--- config.mk ---
export PLATFORM = sky130hd
export DESIGN_NAME = rv32i_mem_arbiter
export DESIGN_NICKNAME = d
export VERILOG_FILES = /design/src/rtl/rv32i_mem_pkg.sv /design/src/rtl/rv32i_mem_arb_prio.sv /design/src/rtl/rv32i_mem_arbiter.sv
export SDC_FILE = /design/constraint.sdc
export NUM_CORES = 1
export LEC_CHECK = 0
export ABC_CLOCK_PERIOD_IN_PS = 1400
export CORE_UTILIZATION = 33
export CTS_CLUSTER_SIZE = 14
export DETAILED_ROUTE_END_ITERATION = 12
export PLACE_DENSITY = 0.78
export RECOVER_POWER = 100
export SKIP_LAST_GASP = 1
export SYNTH_ARGS = -nofsm -noshare
export SYNTH_HDL_FRONTEND = slang
export SYNTH_SLANG_ARGS = --single-unit
--- constraint.sdc ---
create_clock -name clk_i -period 1.4 [get_ports clk_i]
set_input_delay 0.35 -clock clk_i [delete_from_list [all_inputs] [get_ports clk_i]]
set_output_delay 0.35 -clock clk_i [all_outputs]
set_load 0.02 [all_outputs]
--- src/rtl/rv32i_mem_pkg.sv ---
`default_nettype none
// +----------------------------------------------------------------------+
// | rv32i_mem_pkg : shared types for the IF/MEM unified-port arbiter     |
// | Revision      : 1.0                                                  |
// +----------------------------------------------------------------------+
package rv32i_mem_pkg;

  typedef enum logic [1:0] {
    IDLE = 2'd0,
    REQ  = 2'd1,
    RSP  = 2'd2
  } state_e;

  typedef enum logic {
    OWN_IF = 1'b0,
    OWN_D  = 1'b1
  } owner_e;

  // Byte-enable width for the default 32-bit data path.
  localparam int DEF_DATA_W = 32;
  localparam int BE_W       = DEF_DATA_W / 8;

endpackage
`default_nettype wire

--- src/rtl/rv32i_mem_arb_prio.sv ---
`default_nettype none
// +----------------------------------------------------------------------+
// | rv32i_mem_arb_prio : MEM-first winner select with IF starvation cap  |
// | Revision           : 1.0                                             |
// +----------------------------------------------------------------------+
module rv32i_mem_arb_prio
  import rv32i_mem_pkg::*;
#(
  parameter int STARVE_MAX = 4
) (
  input  logic   clk_i,
  input  logic   rst_ni,
  input  logic   if_req_i,
  input  logic   d_req_i,
  input  logic   arb_i,
  output owner_e win_o
);

  localparam int                 c_cnt_w = $clog2(STARVE_MAX + 1);
  localparam logic [c_cnt_w-1:0] c_max   = c_cnt_w'(STARVE_MAX);

  logic [c_cnt_w-1:0] r_starve_cnt;
  logic               w_starved;

  assign w_starved = if_req_i & (r_starve_cnt == c_max);

  always_comb begin
    win_o = OWN_IF;
    if (d_req_i && !w_starved) begin
      win_o = OWN_D;
    end
  end

  // Counts data wins that bypassed a waiting fetch; any other grant resets it.
  always_ff @(posedge clk_i or negedge rst_ni) begin
    if (!rst_ni) begin
      r_starve_cnt <= '0;
    end else if (arb_i && (if_req_i || d_req_i)) begin
      if (win_o == OWN_D && if_req_i) begin
        if (r_starve_cnt != c_max) begin
          r_starve_cnt <= r_starve_cnt + 1'b1;
        end
      end else begin
        r_starve_cnt <= '0;
      end
    end
  end

endmodule
`default_nettype wire

--- src/rtl/rv32i_mem_arbiter.sv ---
`default_nettype none
// +----------------------------------------------------------------------+
// | rv32i_mem_arbiter : IF/MEM sharing of one memory port, one txn open  |
// | Revision          : 1.0                                              |
// +----------------------------------------------------------------------+
module rv32i_mem_arbiter
  import rv32i_mem_pkg::*;
#(
  parameter int ADDR_W     = 32,
  parameter int DATA_W     = 32,
  parameter int STARVE_MAX = 4,
  parameter int TIMEOUT    = 255
) (
  input  logic                  clk_i,
  input  logic                  rst_ni,
  input  logic                  if_req_i,
  input  logic [ADDR_W-1:0]     if_addr_i,
  output logic                  if_gnt_o,
  output logic                  if_rvalid_o,
  output logic [DATA_W-1:0]     if_rdata_o,
  input  logic                  d_req_i,
  input  logic                  d_we_i,
  input  logic [DATA_W/8-1:0]   d_be_i,
  input  logic [ADDR_W-1:0]     d_addr_i,
  input  logic [DATA_W-1:0]     d_wdata_i,
  output logic                  d_gnt_o,
  output logic                  d_rvalid_o,
  output logic [DATA_W-1:0]     d_rdata_o,
  output logic                  mem_req_o,
  output logic                  mem_we_o,
  output logic [DATA_W/8-1:0]   mem_be_o,
  output logic [ADDR_W-1:0]     mem_addr_o,
  output logic [DATA_W-1:0]     mem_wdata_o,
  input  logic                  mem_gnt_i,
  input  logic                  mem_rvalid_i,
  input  logic [DATA_W-1:0]     mem_rdata_i,
  output logic                  bus_err_o
);

  localparam int                c_wd_w    = $clog2(TIMEOUT + 1);
  localparam logic [c_wd_w-1:0] c_timeout = c_wd_w'(TIMEOUT);

  state_e               r_state;
  owner_e               r_owner;
  logic                 r_mem_req;
  logic                 r_we;
  logic [DATA_W/8-1:0]  r_be;
  logic [ADDR_W-1:0]    r_addr;
  logic [DATA_W-1:0]    r_wdata;
  logic [c_wd_w-1:0]    r_wd;

  owner_e w_win;
  logic   w_any;
  logic   w_arb;
  logic   w_hs;
  logic   w_rsp_ok;
  logic   w_err;
  logic   w_rsp;

  assign w_any    = if_req_i | d_req_i;
  assign w_arb    = (r_state == IDLE);
  assign w_hs     = (r_state == REQ) & mem_gnt_i;
  assign w_rsp_ok = (r_state == RSP) & mem_rvalid_i;
  // A response arriving on the timeout cycle takes precedence over the error.
  assign w_err    = (r_state == RSP) & ~mem_rvalid_i & (r_wd == c_timeout);
  assign w_rsp    = w_rsp_ok | w_err;

  rv32i_mem_arb_prio #(
    .STARVE_MAX (STARVE_MAX)
  ) u_prio (
    .clk_i    (clk_i),
    .rst_ni   (rst_ni),
    .if_req_i (if_req_i),
    .d_req_i  (d_req_i),
    .arb_i    (w_arb),
    .win_o    (w_win)
  );

  always_ff @(posedge clk_i or negedge rst_ni) begin
    if (!rst_ni) begin
      r_state   <= IDLE;
      r_owner   <= OWN_IF;
      r_mem_req <= 1'b0;
      r_we      <= 1'b0;
      r_be      <= '0;
      r_addr    <= '0;
      r_wdata   <= '0;
      r_wd      <= '0;
    end else begin
      case (r_state)
        IDLE: begin
          if (w_any) begin
            r_owner   <= w_win;
            r_mem_req <= 1'b1;
            r_state   <= REQ;
            if (w_win == OWN_D) begin
              r_we    <= d_we_i;
              r_be    <= d_be_i;
              r_addr  <= d_addr_i;
              r_wdata <= d_wdata_i;
            end else begin
              r_we    <= 1'b0;
              r_be    <= '1;
              r_addr  <= if_addr_i;
              r_wdata <= '0;
            end
          end
        end
        REQ: begin
          if (mem_gnt_i) begin
            r_mem_req <= 1'b0;
            r_wd      <= '0;
            r_state   <= RSP;
          end
        end
        RSP: begin
          if (w_rsp) begin
            r_state <= IDLE;
          end else begin
            r_wd <= r_wd + 1'b1;
          end
        end
        default: r_state <= IDLE;
      endcase
    end
  end

  assign mem_req_o   = r_mem_req;
  assign mem_we_o    = r_we;
  assign mem_be_o    = r_be;
  assign mem_addr_o  = r_addr;
  assign mem_wdata_o = r_wdata;

  assign if_gnt_o    = w_hs & (r_owner == OWN_IF);
  assign d_gnt_o     = w_hs & (r_owner == OWN_D);
  assign if_rvalid_o = w_rsp & (r_owner == OWN_IF);
  assign d_rvalid_o  = w_rsp & (r_owner == OWN_D);
  assign if_rdata_o  = (w_rsp_ok && r_owner == OWN_IF) ? mem_rdata_i : '0;
  assign d_rdata_o   = (w_rsp_ok && r_owner == OWN_D)  ? mem_rdata_i : '0;
  assign bus_err_o   = w_err;

endmodule
`default_nettype wire

==> impl_metrics.env <==
export IMPL_synth_compound_area_share_pct=16.0
export IMPL_cpLargestDelayFamily="simple AND/OR/NAND/NOR gates"
export IMPL_cts_root_buf="clkbuf_16"
export IMPL_syn_mean_instance_area_um2=10.6
export IMPL_core_area_um2=12100
export IMPL_cts_tree="done"
export IMPL_grt_usage_pct=25.5
export IMPL_wire_per_inst_um=18.6
export IMPL_num_vias=4473
export IMPL_ant_nets=0
export IMPL_io_buffer_count=277
export IMPL_max_freq_ghz=0.515
export IMPL_synth_xor_area_share_pct=0
export IMPL_drive_gt1_share_pct=39.3
export IMPL_yosysWarnings=0
export IMPL_antenna_found_initial=2
export IMPL_synthSimpleGateAreaFrac_pct=19.5
export IMPL_yosysSeqAreaShare_pct=50.9
export IMPL_netlist_top_cells_area="dfrtp_1 (51%), and2_1 (9.7%), mux2i_1 (7.8%), a22o_1 (7.0%), o21ai_1 (3.8%)"
export IMPL_crit_fanout=8
export IMPL_hold_viol_final=0
export IMPL_muxShareOfSynthArea_pct=7.75
export IMPL_drt_iter0_drc=148
export IMPL_grt_pass1_vias=4740
export IMPL_die_w_um=114
export IMPL_worstHoldPathType="primary input to async pin"
export IMPL_path_cells="nor2b_4, and3_4, buf_6, buf_16, and2_4, buf_6"
export IMPL_power_leakage_nw=4.03
export IMPL_synth_seq_cells=84
export IMPL_synth_top_area_share_pct=50.9
export IMPL_min_period_ns=1.94
export IMPL_synth_top_area_cell="dfrtp_1"
export IMPL_seqCellArea_um2=2100
export IMPL_syn_nets=530
export IMPL_failed_checks="setup timing"
export IMPL_rsz0062_at_grt="yes"
export IMPL_period_share_pct=139
export IMPL_relSlewSlack_pct=24.1
export IMPL_tightest_slew_ns=1.14
export IMPL_setup_violations=152
export IMPL_end_kind="output pin"
export IMPL_multi_input_area_um2=2300
export IMPL_drv_cap=0
export IMPL_drc=0
export IMPL_globalplace_congestion=0.889
export IMPL_hold_buffers=0
export IMPL_crit_buf_inv=3
export IMPL_synth_distinct_cells=40
export IMPL_power_density_nw_per_um2=1810
export IMPL_htreeDepth=3
export IMPL_grt_pass1_wl_um=25200
export IMPL_worst_path_largest_cell_delay_ns=0.44
export IMPL_drt_pass1_iter_count=4
export IMPL_start_kind="flip-flop"
export IMPL_core_rowCount=40
export IMPL_arrival_ns=1.59
export IMPL_clock_latency_ns=0.33
export IMPL_cts_buffers=9
export IMPL_syn_area_um2=4130
export IMPL_post_place_ws_ns=-0.949
export IMPL_initial_core_util_pct=34.1
export IMPL_dp_hpwl_um=10400
export IMPL_status="finished, violations left"
export IMPL_die_y_um=114
export IMPL_dieArea_um2=13000
export IMPL_pin_count=278
export IMPL_critical_path_class="flip-flop to output pin"
export IMPL_required_ns=1.05
export IMPL_cts_buffer_depth=2
export IMPL_synth_top_family_by_area="simple AND/OR/NAND/NOR gates"
export IMPL_clk_pin_slew_ns=0.06
export IMPL_grt_max_degree=85
export IMPL_cts_sinks=84
export IMPL_drt_total_wl_um=16900
export IMPL_rrSetupSlack_ns=-0.35
export IMPL_synthAdderAreaFrac_pct=0.909
export IMPL_syn2layout_area_growth_pct=113
export IMPL_finalSetupTns_ns=-54.73
export IMPL_finalMaxSlewViolations=0
export IMPL_setup_slack_ns=-0.543
export IMPL_finalClockSkew_ns=0.00892
export IMPL_ir_worst_vdd_uv=898
export IMPL_nFillCells=872
export IMPL_slowest_stage="dfrtp_2"
export IMPL_viasPerCell=4.92
export IMPL_critPathMostFrequentCell="buf_6"
export IMPL_grt_overflow=0
export IMPL_nets=878
export IMPL_syn_inst=388
per-layer routing:
metal	share of wire (%)	vias to the layer above	global-route usage [%]
met4	2.4	0	8.74
met3	5.6	27	5.53
li1	-	2067	-
met1	36	2198	26.7
met5	0	-	0
met2	56	181	50.0
synthesized netlist by cell type (all sizes together):
cell and instances:
a21oi 3, a22o 33, a2bb2oi 1, a31o 1
a31oi 1, a32o 1, and2 64, and3 3
buf 17, clkbuf 9, dfrtp 84, ha 3
inv 7, mux2i 32, nand2 42, nand2b 3
nand3 13, nand3b 1, nand4 1, nor2 8
nor2b 1, nor3 2, nor3b 1, nor4 1
o211ai 2, o21a 1, o21ai 45, o22a 4
or2b 1, or3 3
final cells by class:
class | instances | share of cell area [%]
inverter | 7 | 0.299
tap | 168 | 2.39
antenna | 2 | 0.0569
sequential | 84 | 23.9
clock buffer | 13 | 2.85
multi-input combinational | 275 | 26.1
timing repair buffer | 359 | 43.7
clock inverter | 2 | 0.683
cell families after synthesis:
kind of cell,count (synthesis)
adder cells (fa/ha/maj),3
buffers and inverters,33
multiplexers,32
flip-flops,84
AND/OR/NAND/NOR,144
AO/OA/AOI/OAI,92
per-stage QoR:
stage	hold WS, ns	cells	utilization, %	power, W	cell area (um2)
3_3_place_gp	0.412	846	62.1	0.0110	7520
6_report	0.380	910	72.6	0.0159	8790
2_1_floorplan	0.0544	388	-	0.00770	4300
5_1_grt	0.486	910	72.6	0.0167	8790
3_5_place_dp	0.421	846	62.1	0.0112	7520
4_1_cts	0.0666	902	71.3	0.0154	8630
path summary, 6_finish.rpt:
kind / depth (start not counted) / to / startpoint
worst max register to register: 9 / mem_addr_o[21] / r_state[0]
max in group asynchronous: 2 / r_state[0] / rst_ni
worst min register to register: 2 / mem_addr_o[9] / mem_addr_o[9]
worst min-delay path: 2 / mem_addr_o[9] / rst_ni
worst max-delay path: 6 / d_rdata_o[14] / r_state[0]
min in group clk_i: 2 / mem_addr_o[9] / mem_addr_o[9]
registers in the layout, indices dropped and copies added, names as in the netlist:
register and cells:
mem_addr_o 32, r_state 2, u_prio.r_starve_cnt 3, mem_be_o 4, r_owner 1, mem_we_o 1
mem_req_o 1, r_wd 8, mem_wdata_o 32
placed cells by master (no fill, tap or decap), types with 11 or more instances in the layout:
cell type        Yosys  layout
clkbuf_1             3      18
dfrtp_1             84      83
buf_4                4      67
clkdlybuf4s50_1      0     134
and2_4               0      35
and2_2               0      27
buf_6                7      52
buf_16               0      14
clkdlybuf4s15_1      0      47
buf_12               0      11
a22o_1              33      33
mux2i_1             32      28
nand2_1             40      29
o21ai_1             31      29
clkbuf_16            0      11
power breakdown:
group / total (W) / switching (W) / leakage [nW] / internal [W]
logic: 0.00932 / 0.00448 / 2.83 / 0.00485
clock network: 0.00250 / 0.000894 / 0.150 / 0.00160
registers: 0.00412 / 0.000661 / 1.06 / 0.00346
total: 0.0159 / 0.00603 / 4.03 / 0.00991
what timing repair did:
item                                    in CTS  in global routing
endpoints found under the setup margin     217                209
setup buffers                               21                  6
gates cloned                                22                  2
pin swaps                                   32                 19
gates resized for setup                    545                114
worst reg2reg max path, delay by kind of cell (launching register included):
kind	cells	cell delay [ns]
buffers and inverters	5	0.86
AOI/OAI and AO/OA	2	0.15
DFF	1	0.44
and+or+nand+nor	2	0.20
Power figures use the tool's default switching activity.
